`src/rtl/qqspi_arbiter.sv`:
```
// Two-port round-robin arbiter in front of one qqspi memory controller.
// Latches the winning request and turns the controller's held ready into a one-cycle pulse.
//
// state | meaning
// ------+--------------------------------------------------------------
// IDLE  | no owner; arbitrate and latch winner on the next edge
// ISSUE | mem_valid high, waiting for controller ready
// RESP  | owner's ready pulse is high this cycle
// DRAIN | mem_valid low, waiting for controller to release ready
module qqspi_arbiter #(
  parameter logic P0_PSRAM_SPIFLASH = 1'b1,
  parameter logic P0_QUAD_MODE      = 1'b1,
  parameter logic P1_PSRAM_SPIFLASH = 1'b1,
  parameter logic P1_QUAD_MODE      = 1'b1
) (
  input  logic        clk,
  input  logic        resetn,

  input  logic        p0_valid,
  input  logic [22:0] p0_addr,
  input  logic [31:0] p0_wdata,
  input  logic [3:0]  p0_wstrb,
  output logic        p0_ready,
  output logic [31:0] p0_rdata,

  input  logic        p1_valid,
  input  logic [22:0] p1_addr,
  input  logic [31:0] p1_wdata,
  input  logic [3:0]  p1_wstrb,
  output logic        p1_ready,
  output logic [31:0] p1_rdata,

  output logic        mem_valid,
  output logic [22:0] mem_addr,
  output logic [31:0] mem_wdata,
  output logic [3:0]  mem_wstrb,
  input  logic        mem_ready,
  input  logic [31:0] mem_rdata,
  output logic        mem_psram_spiflash,
  output logic        mem_quad_mode,

  output logic [1:0]  grant
);

  typedef enum logic [1:0] {
    ST_IDLE  = 2'd0,
    ST_ISSUE = 2'd1,
    ST_RESP  = 2'd2,
    ST_DRAIN = 2'd3
  } state_t;

  state_t      state_q, state_d;
  logic [1:0]  grant_q, grant_d;
  logic        last_owner_q, last_owner_d;
  logic        mem_valid_q, mem_valid_d;
  logic [22:0] mem_addr_q, mem_addr_d;
  logic [31:0] mem_wdata_q, mem_wdata_d;
  logic [3:0]  mem_wstrb_q, mem_wstrb_d;
  logic        psram_q, psram_d;
  logic        quad_q, quad_d;
  logic        p0_ready_q, p0_ready_d;
  logic        p1_ready_q, p1_ready_d;
  logic [31:0] p0_rdata_q, p0_rdata_d;
  logic [31:0] p1_rdata_q, p1_rdata_d;

  logic        owner;
  logic        winner;

  // Owner index is recoverable from the one-hot grant while a transaction is live.
  assign owner  = grant_q[1];
  // On a tie the port that did not win last time goes first.
  assign winner = (p0_valid && p1_valid) ? ~last_owner_q : p1_valid;

  always_ff @(posedge clk) begin
    if (!resetn) begin
      state_q      <= ST_IDLE;
      grant_q      <= 2'b00;
      last_owner_q <= 1'b1;
      mem_valid_q  <= 1'b0;
      mem_addr_q   <= '0;
      mem_wdata_q  <= '0;
      mem_wstrb_q  <= '0;
      psram_q      <= P0_PSRAM_SPIFLASH;
      quad_q       <= P0_QUAD_MODE;
      p0_ready_q   <= 1'b0;
      p1_ready_q   <= 1'b0;
      p0_rdata_q   <= '0;
      p1_rdata_q   <= '0;
    end else begin
      state_q      <= state_d;
      grant_q      <= grant_d;
      last_owner_q <= last_owner_d;
      mem_valid_q  <= mem_valid_d;
      mem_addr_q   <= mem_addr_d;
      mem_wdata_q  <= mem_wdata_d;
      mem_wstrb_q  <= mem_wstrb_d;
      psram_q      <= psram_d;
      quad_q       <= quad_d;
      p0_ready_q   <= p0_ready_d;
      p1_ready_q   <= p1_ready_d;
      p0_rdata_q   <= p0_rdata_d;
      p1_rdata_q   <= p1_rdata_d;
    end
  end

  always_comb begin
    state_d      = state_q;
    grant_d      = grant_q;
    last_owner_d = last_owner_q;
    mem_valid_d  = mem_valid_q;
    mem_addr_d   = mem_addr_q;
    mem_wdata_d  = mem_wdata_q;
    mem_wstrb_d  = mem_wstrb_q;
    psram_d      = psram_q;
    quad_d       = quad_q;
    p0_ready_d   = 1'b0;
    p1_ready_d   = 1'b0;
    p0_rdata_d   = p0_rdata_q;
    p1_rdata_d   = p1_rdata_q;

    case (state_q)
      ST_IDLE: begin
        if (p0_valid || p1_valid) begin
          grant_d      = winner ? 2'b10 : 2'b01;
          last_owner_d = winner;
          mem_valid_d  = 1'b1;
          mem_addr_d   = winner ? p1_addr  : p0_addr;
          mem_wdata_d  = winner ? p1_wdata : p0_wdata;
          mem_wstrb_d  = winner ? p1_wstrb : p0_wstrb;
          psram_d      = winner ? P1_PSRAM_SPIFLASH : P0_PSRAM_SPIFLASH;
          quad_d       = winner ? P1_QUAD_MODE      : P0_QUAD_MODE;
          state_d      = ST_ISSUE;
        end
      end

      ST_ISSUE: begin
        if (mem_ready) begin
          if (owner) begin
            p1_ready_d = 1'b1;
            p1_rdata_d = mem_rdata;
          end else begin
            p0_ready_d = 1'b1;
            p0_rdata_d = mem_rdata;
          end
          mem_valid_d = 1'b0;
          state_d     = ST_RESP;
        end
      end

      ST_RESP: begin
        state_d = ST_DRAIN;
      end

      ST_DRAIN: begin
        // The controller holds ready until it sees valid low; wait for it to let go.
        if (!mem_ready) begin
          grant_d = 2'b00;
          state_d = ST_IDLE;
        end
      end

      default: begin
        state_d = ST_IDLE;
      end
    endcase
  end

  assign mem_valid          = mem_valid_q;
  assign mem_addr           = mem_addr_q;
  assign mem_wdata          = mem_wdata_q;
  assign mem_wstrb          = mem_wstrb_q;
  assign mem_psram_spiflash = psram_q;
  assign mem_quad_mode      = quad_q;
  assign p0_ready           = p0_ready_q;
  assign p1_ready           = p1_ready_q;
  assign p0_rdata           = p0_rdata_q;
  assign p1_rdata           = p1_rdata_q;
  assign grant              = grant_q;

endmodule

```
`config.mk`:
```
export PLATFORM = sky130hd
export DESIGN_NAME = qqspi_arbiter
export DESIGN_NICKNAME = d
export VERILOG_FILES = /design/src/rtl/qqspi_arbiter.sv
export SDC_FILE = /design/constraint.sdc
export NUM_CORES = 1
export LEC_CHECK = 0
export ABC_AREA = 0
export CAP_MARGIN = 20
export CORE_ASPECT_RATIO = 1.5
export CORE_UTILIZATION = 39
export DETAILED_ROUTE_END_ITERATION = 8
export GPL_TIMING_DRIVEN = 0
export PLACE_DENSITY_LB_ADDON = 0.1
export SYNTH_ARGS = -nofsm -noshare
export SYNTH_HDL_FRONTEND = slang
export SYNTH_SLANG_ARGS = --single-unit
```
`constraint.sdc`:
```
create_clock -name clk -period 1.9 [get_ports clk]
set_input_delay 0.19 -clock clk [delete_from_list [all_inputs] [get_ports clk]]
set_output_delay 0.19 -clock clk [all_outputs]
set_load 0.05 [all_outputs]
```
# Word level (Yosys, flattened, before mapping)

Cells that the tools add are included.

Input bits: 155
Output and inout bits: 130
Register bits: 131

Multiplexer cells: 16
Bitwise operators: 2
Reduce and logical (&&, ||, !) cells: 12
Equal/unequal tests: 6

Operator list:

| kind                                                                   | count |
|---|---|
| 32-bit two-way mux                                                     | 1 |
| 23-bit two-way mux                                                     | 1 |
| 3-bit AND reduction                                                    | 6 |
| 2-bit two-way mux                                                      | 5 |
| 2-bit case mux with 4 select lines                                     | 1 |
| 2-bit != test (second input constant)                                  | 3 |
| 1-bit two-way mux                                                      | 5 |
| 2-bit equality test (second input constant)                            | 2 |
| 4-bit two-way mux                                                      | 1 |
| 2-bit case mux with 2 select lines                                     | 1 |
| 2-bit nonzero test                                                     | 2 |
| 2-bit by 1-bit equality test with 1-bit output (second input constant) | 1 |
| 2-bit zero test                                                        | 1 |
| 1-bit inverter                                                         | 2 |
| 1-bit case mux with 2 select lines                                     | 1 |
| 2-bit AND reduction                                                    | 1 |
| 1-bit logical AND                                                      | 1 |
| 1-bit logical OR                                                       | 1 |

# Logic depth before layout (Yosys ltp)

Depth after elaboration: 5
Depth in mapped cells: 7
Depth with buffers taken out: 5

# Worst setup path after synthesis

OpenSTA, ideal clock, no wires.

Path kind: reg-to-reg
From: reg grant_q[1] (netlist: grant[1])
To: reg p0_rdata_q[1] (netlist: p0_rdata[1])
Arrival: 1.393 ns
Cell stages (with the launch flop): 5
Library setup time: 0.076 ns
Data required time: 1.824 ns
Period minus slack after synthesis: 1.468 ns
Buffers on the path: 1
Slack: 0.432 ns
Cells stage by stage: dfxtp_1 -> nand3b_1 -> clkbuf_1 -> nand2_1 -> a21boi_0

Word-level cells in the longest chain between the ends: 2

Ends and longest elaborated chain:

| what                                 | RTL line | text |
|---|---|---|
| from (decl)                          | 53       | `logic [1:0] grant_q, grant_d;` |
| from (signal assigned)               | 91       | `grant_q <= grant_d;` |
| 1-bit inverter (no source line)      | -        |  |
| 3-bit AND reduction (no source line) | -        |  |
| to (signal assigned)                 | 101      | `p0_rdata_q <= p0_rdata_d;` |
| to (decl)                            | 63       | `logic [31:0] p0_rdata_q, p0_rdata_d;` |

Every way passes these cells.
A chain may end at the register's enable or synchronous reset.

# Final worst setup path

From: reg grant_q[0] (netlist: grant[0])
To: out grant[0]

RTL lines:

| what      | RTL line | text |
|---|---|---|
| to (decl) | 42       | `output logic [1:0] grant` |

No word-level cell between the ends.

==> metrics.yaml <==
power:
  switchingPower_mw: 5.29
  leakage_nw: 3.44
  pwr-share-seq_pct: 28.8
  p_sw_share_pct: 40.2
  combPwrFrac_pct: 43.0
  p_clk_share_pct: 28.2
  vdd_ir_drop_max_mv: 1.01
  p_int_mw: 7.86
  power_mw: 13.2
  powerDensity_nw_per_um2: 1460
routing:
  drtIter0Drc: 188
  drt_wl_total_mm: 17.7
  drc_errors: 0
  routedWlPerCell_um: 15.7
  viasPerCell: 5.05
  postRouteAntennaNets: 0
  drt-pass1-iter-count: 4
  vias: 5712
global_route:
  grt_max_degree: 17
  overflow: 0
  grt_pass1_wl_mm: 27.4
  grt_util_all_layers_pct: 24.7
  antenna_found_initial: 0
  grt_pass1_vias: 5665
setup_path:
  worstPathRequired_ps: 1710
  cpPeakStageDelay_ps: 870
  critical_path_arrival_ps: 1600
  crit_chain: "clkdlybuf4s50_1"
  crit_fanout: 2
  worst-path-buf-inv: 1
  critPathSlowestCell: "clkdlybuf4s50_1"
  cp-end-kind: "output port"
  critPathKind: "reg -> out"
  start_kind: "flop"
  cp_top_family: "buffers and inverters"
die:
  die_w_um: 97.1
  start_util_pct: 40.4
  dieHeight_um: 145
  dieArea_um2: 14000
  pin_count: 285
  core_um2: 13100
  rows: 51
synth:
  ys_seq_area_share_pct: 49.6
  syn_area_um2: 5290
  ys_ff_latch: 131
  synth_top_area_share_pct: 49.6
  synthTopCellsByArea: "dfxtp_1 (50%), nand2_1 (18%), a21boi_1 (8.0%)"
  synthCells: 657
  yosysWarnings: 0
  syn_area_per_cell_um2: 8.05
  synth_cell_type_count: 29
  synth_top_area_cell: "dfxtp_1"
place:
  dpl_cell_area_um2: 8300
  place_congestion: 0.824
  portBuffers: 281
  hpwlAfterDp_mm: 13.7
  dpl_worst_slack_ps: 60.1
sta:
  setup_viol: 0
  max_freq_ghz: 0.557
  report.final.slew_viol_count: 0
  final_hold_viol_count: 0
  timing.setup.tns_ps: 0
  rsz0062_at_grt: "false"
  fin_skew_ps: 7.76
  fin_ws_ps: 105
  worstMarginPinSlew_ps: 601
  slew_headroom_pct: 59.8
  finalCritPeriodShare_pct: 94.5
  min_period_ps: 1790
clock_network:
  cts_tree: "done"
  clkSinkCount: 131
  htree_levels: 4
  clk_pin_slew_ps: 60
  cts.path.max_buffers: 2
  clockRootBuffer: "clkbuf_16"
  cts.hold.buffers_added: 0
  clk_latency_ps: 410
  numCtsBuffers: 17
finish:
  fillers: 1115
  design_area_um2: 8980
  antenna_cells: 0
  nets: 1118
  area_growth_pct: 69.9
  fin_util_pct: 68.7
  drive_gt1_share_pct: 7.62
status:
  status: "finished, final reports clean"
worst_hold_path:
  hp-class: "in -> reg"
run:
  drv_cap: 0
==> cells in the mapped netlist, drive strengths merged <==
master  number
a211oi       1
o311ai       1
inv          3
a21oi        1
nand2      253
a21boi      66
o22ai        2
dfxtp      131
and3b        1
a21bo        1
ha           5
o21ai       62
mux2i        2
buf         37
clkbuf      19
nand3b       2
nor2         2
and2         3
a31oi       59
conb         1
nand3        1
a221oi       1
and3         2
o21a         1
==> worst paths after layout <==
kind | startpoint | to | slack, ps | cells past startpoint
worst max-delay path | grant[0]$_SDFFE_PN0P_ | grant[0] | 110 | 1
worst max register to register | state_q[1]$_SDFFE_PN0P_ | p0_rdata[1]$_SDFFE_PN0P_ | 170 | 6
worst min register to register | p0_rdata[14]$_SDFFE_PN0P_ | p0_rdata[14]$_SDFFE_PN0P_ | 450 | 2
worst min-delay path | resetn | mem_wdata[24]$_SDFFE_PN0P_ | 130 | 3
==> through the flow <==
stage	hold slack (ps)	cells
after global placement	440	1098
after global routing	147	1130
after CTS	124	1130
after floorplan	325	658
final	134	1130
after detailed placement	445	1098
==> power groups by stage <==
stage	sequential (mW)	clock [mW]	combinational, mW
floorplan	5.99	0	1.39
detailed placement	3.82	0	5.67
finish	3.78	3.71	5.66
global route	3.86	3.90	5.95
CTS	3.78	3.76	5.69
global placement	3.80	0	5.60
==> cell type report <==
type | count | area [µm²] | area share [%]
plain buffers | 56 | 309 | 3.44
clock inverters | 13 | 231 | 2.58
clock buffers | 19 | 443 | 4.93
well taps | 159 | 199 | 2.21
multi-input cells | 468 | 2350 | 26.2
flip-flops and latches | 131 | 2620 | 29.2
repair buffers | 281 | 2820 | 31.3
inverters | 3 | 11.3 | 0.125
==> repair_timing <==
item | in CTS | in global routing
setup buffers | 0 | 0
resized for setup | 0 | 9
endpoints found under the setup margin | 0 | 24
==> cell families after synthesis <==
group	count (synthesis)	synth area share (%)
flip-flops	131	49.6
adder cells (fa/ha/maj)	5	1.18
buffers and inverters	59	5.96
other	1	0.0709
multiplexers	2	0.379
AND/OR/NAND/NOR	264	19.2
AO/OA/AOI/OAI	195	23.5
==> metal layers <==
layer	track usage [%]	part of all wire, %	routed length (µm)
met5	0	0	0
met3	9.13	7.7	1370
met1	23.9	36	6380
met2	46.5	53	9440
met4	11.2	3.1	550
==> flip-flops by register name, summed over array words and instances, names as in the netlist <==
signal / cells
p1_rdata: 32
p0_ready: 1
p1_ready: 1
p0_rdata: 32
mem_wstrb: 4
state_q: 2
grant: 2
mem_wdata: 32
last_owner_q: 1
mem_addr: 23
mem_valid: 1
==> placed cells by master, fill, tap and decap left out, drive strengths merged, types with 2 or more instances in the layout <==
master / n
nor2: 2
bufinv: 6
ha: 5
nand2: 253
o21ai: 62
nand3b: 2
clkinv: 5
clkinvlp: 2
and3: 2
a31oi: 59
conb: 2
clkdlybuf4s50: 280
a21boi: 66
dfxtp: 131
inv: 3
buf: 37
clkbuf: 38
mux2i: 2
and2: 3
o22ai: 2
(Power assumes the default switching activity.)
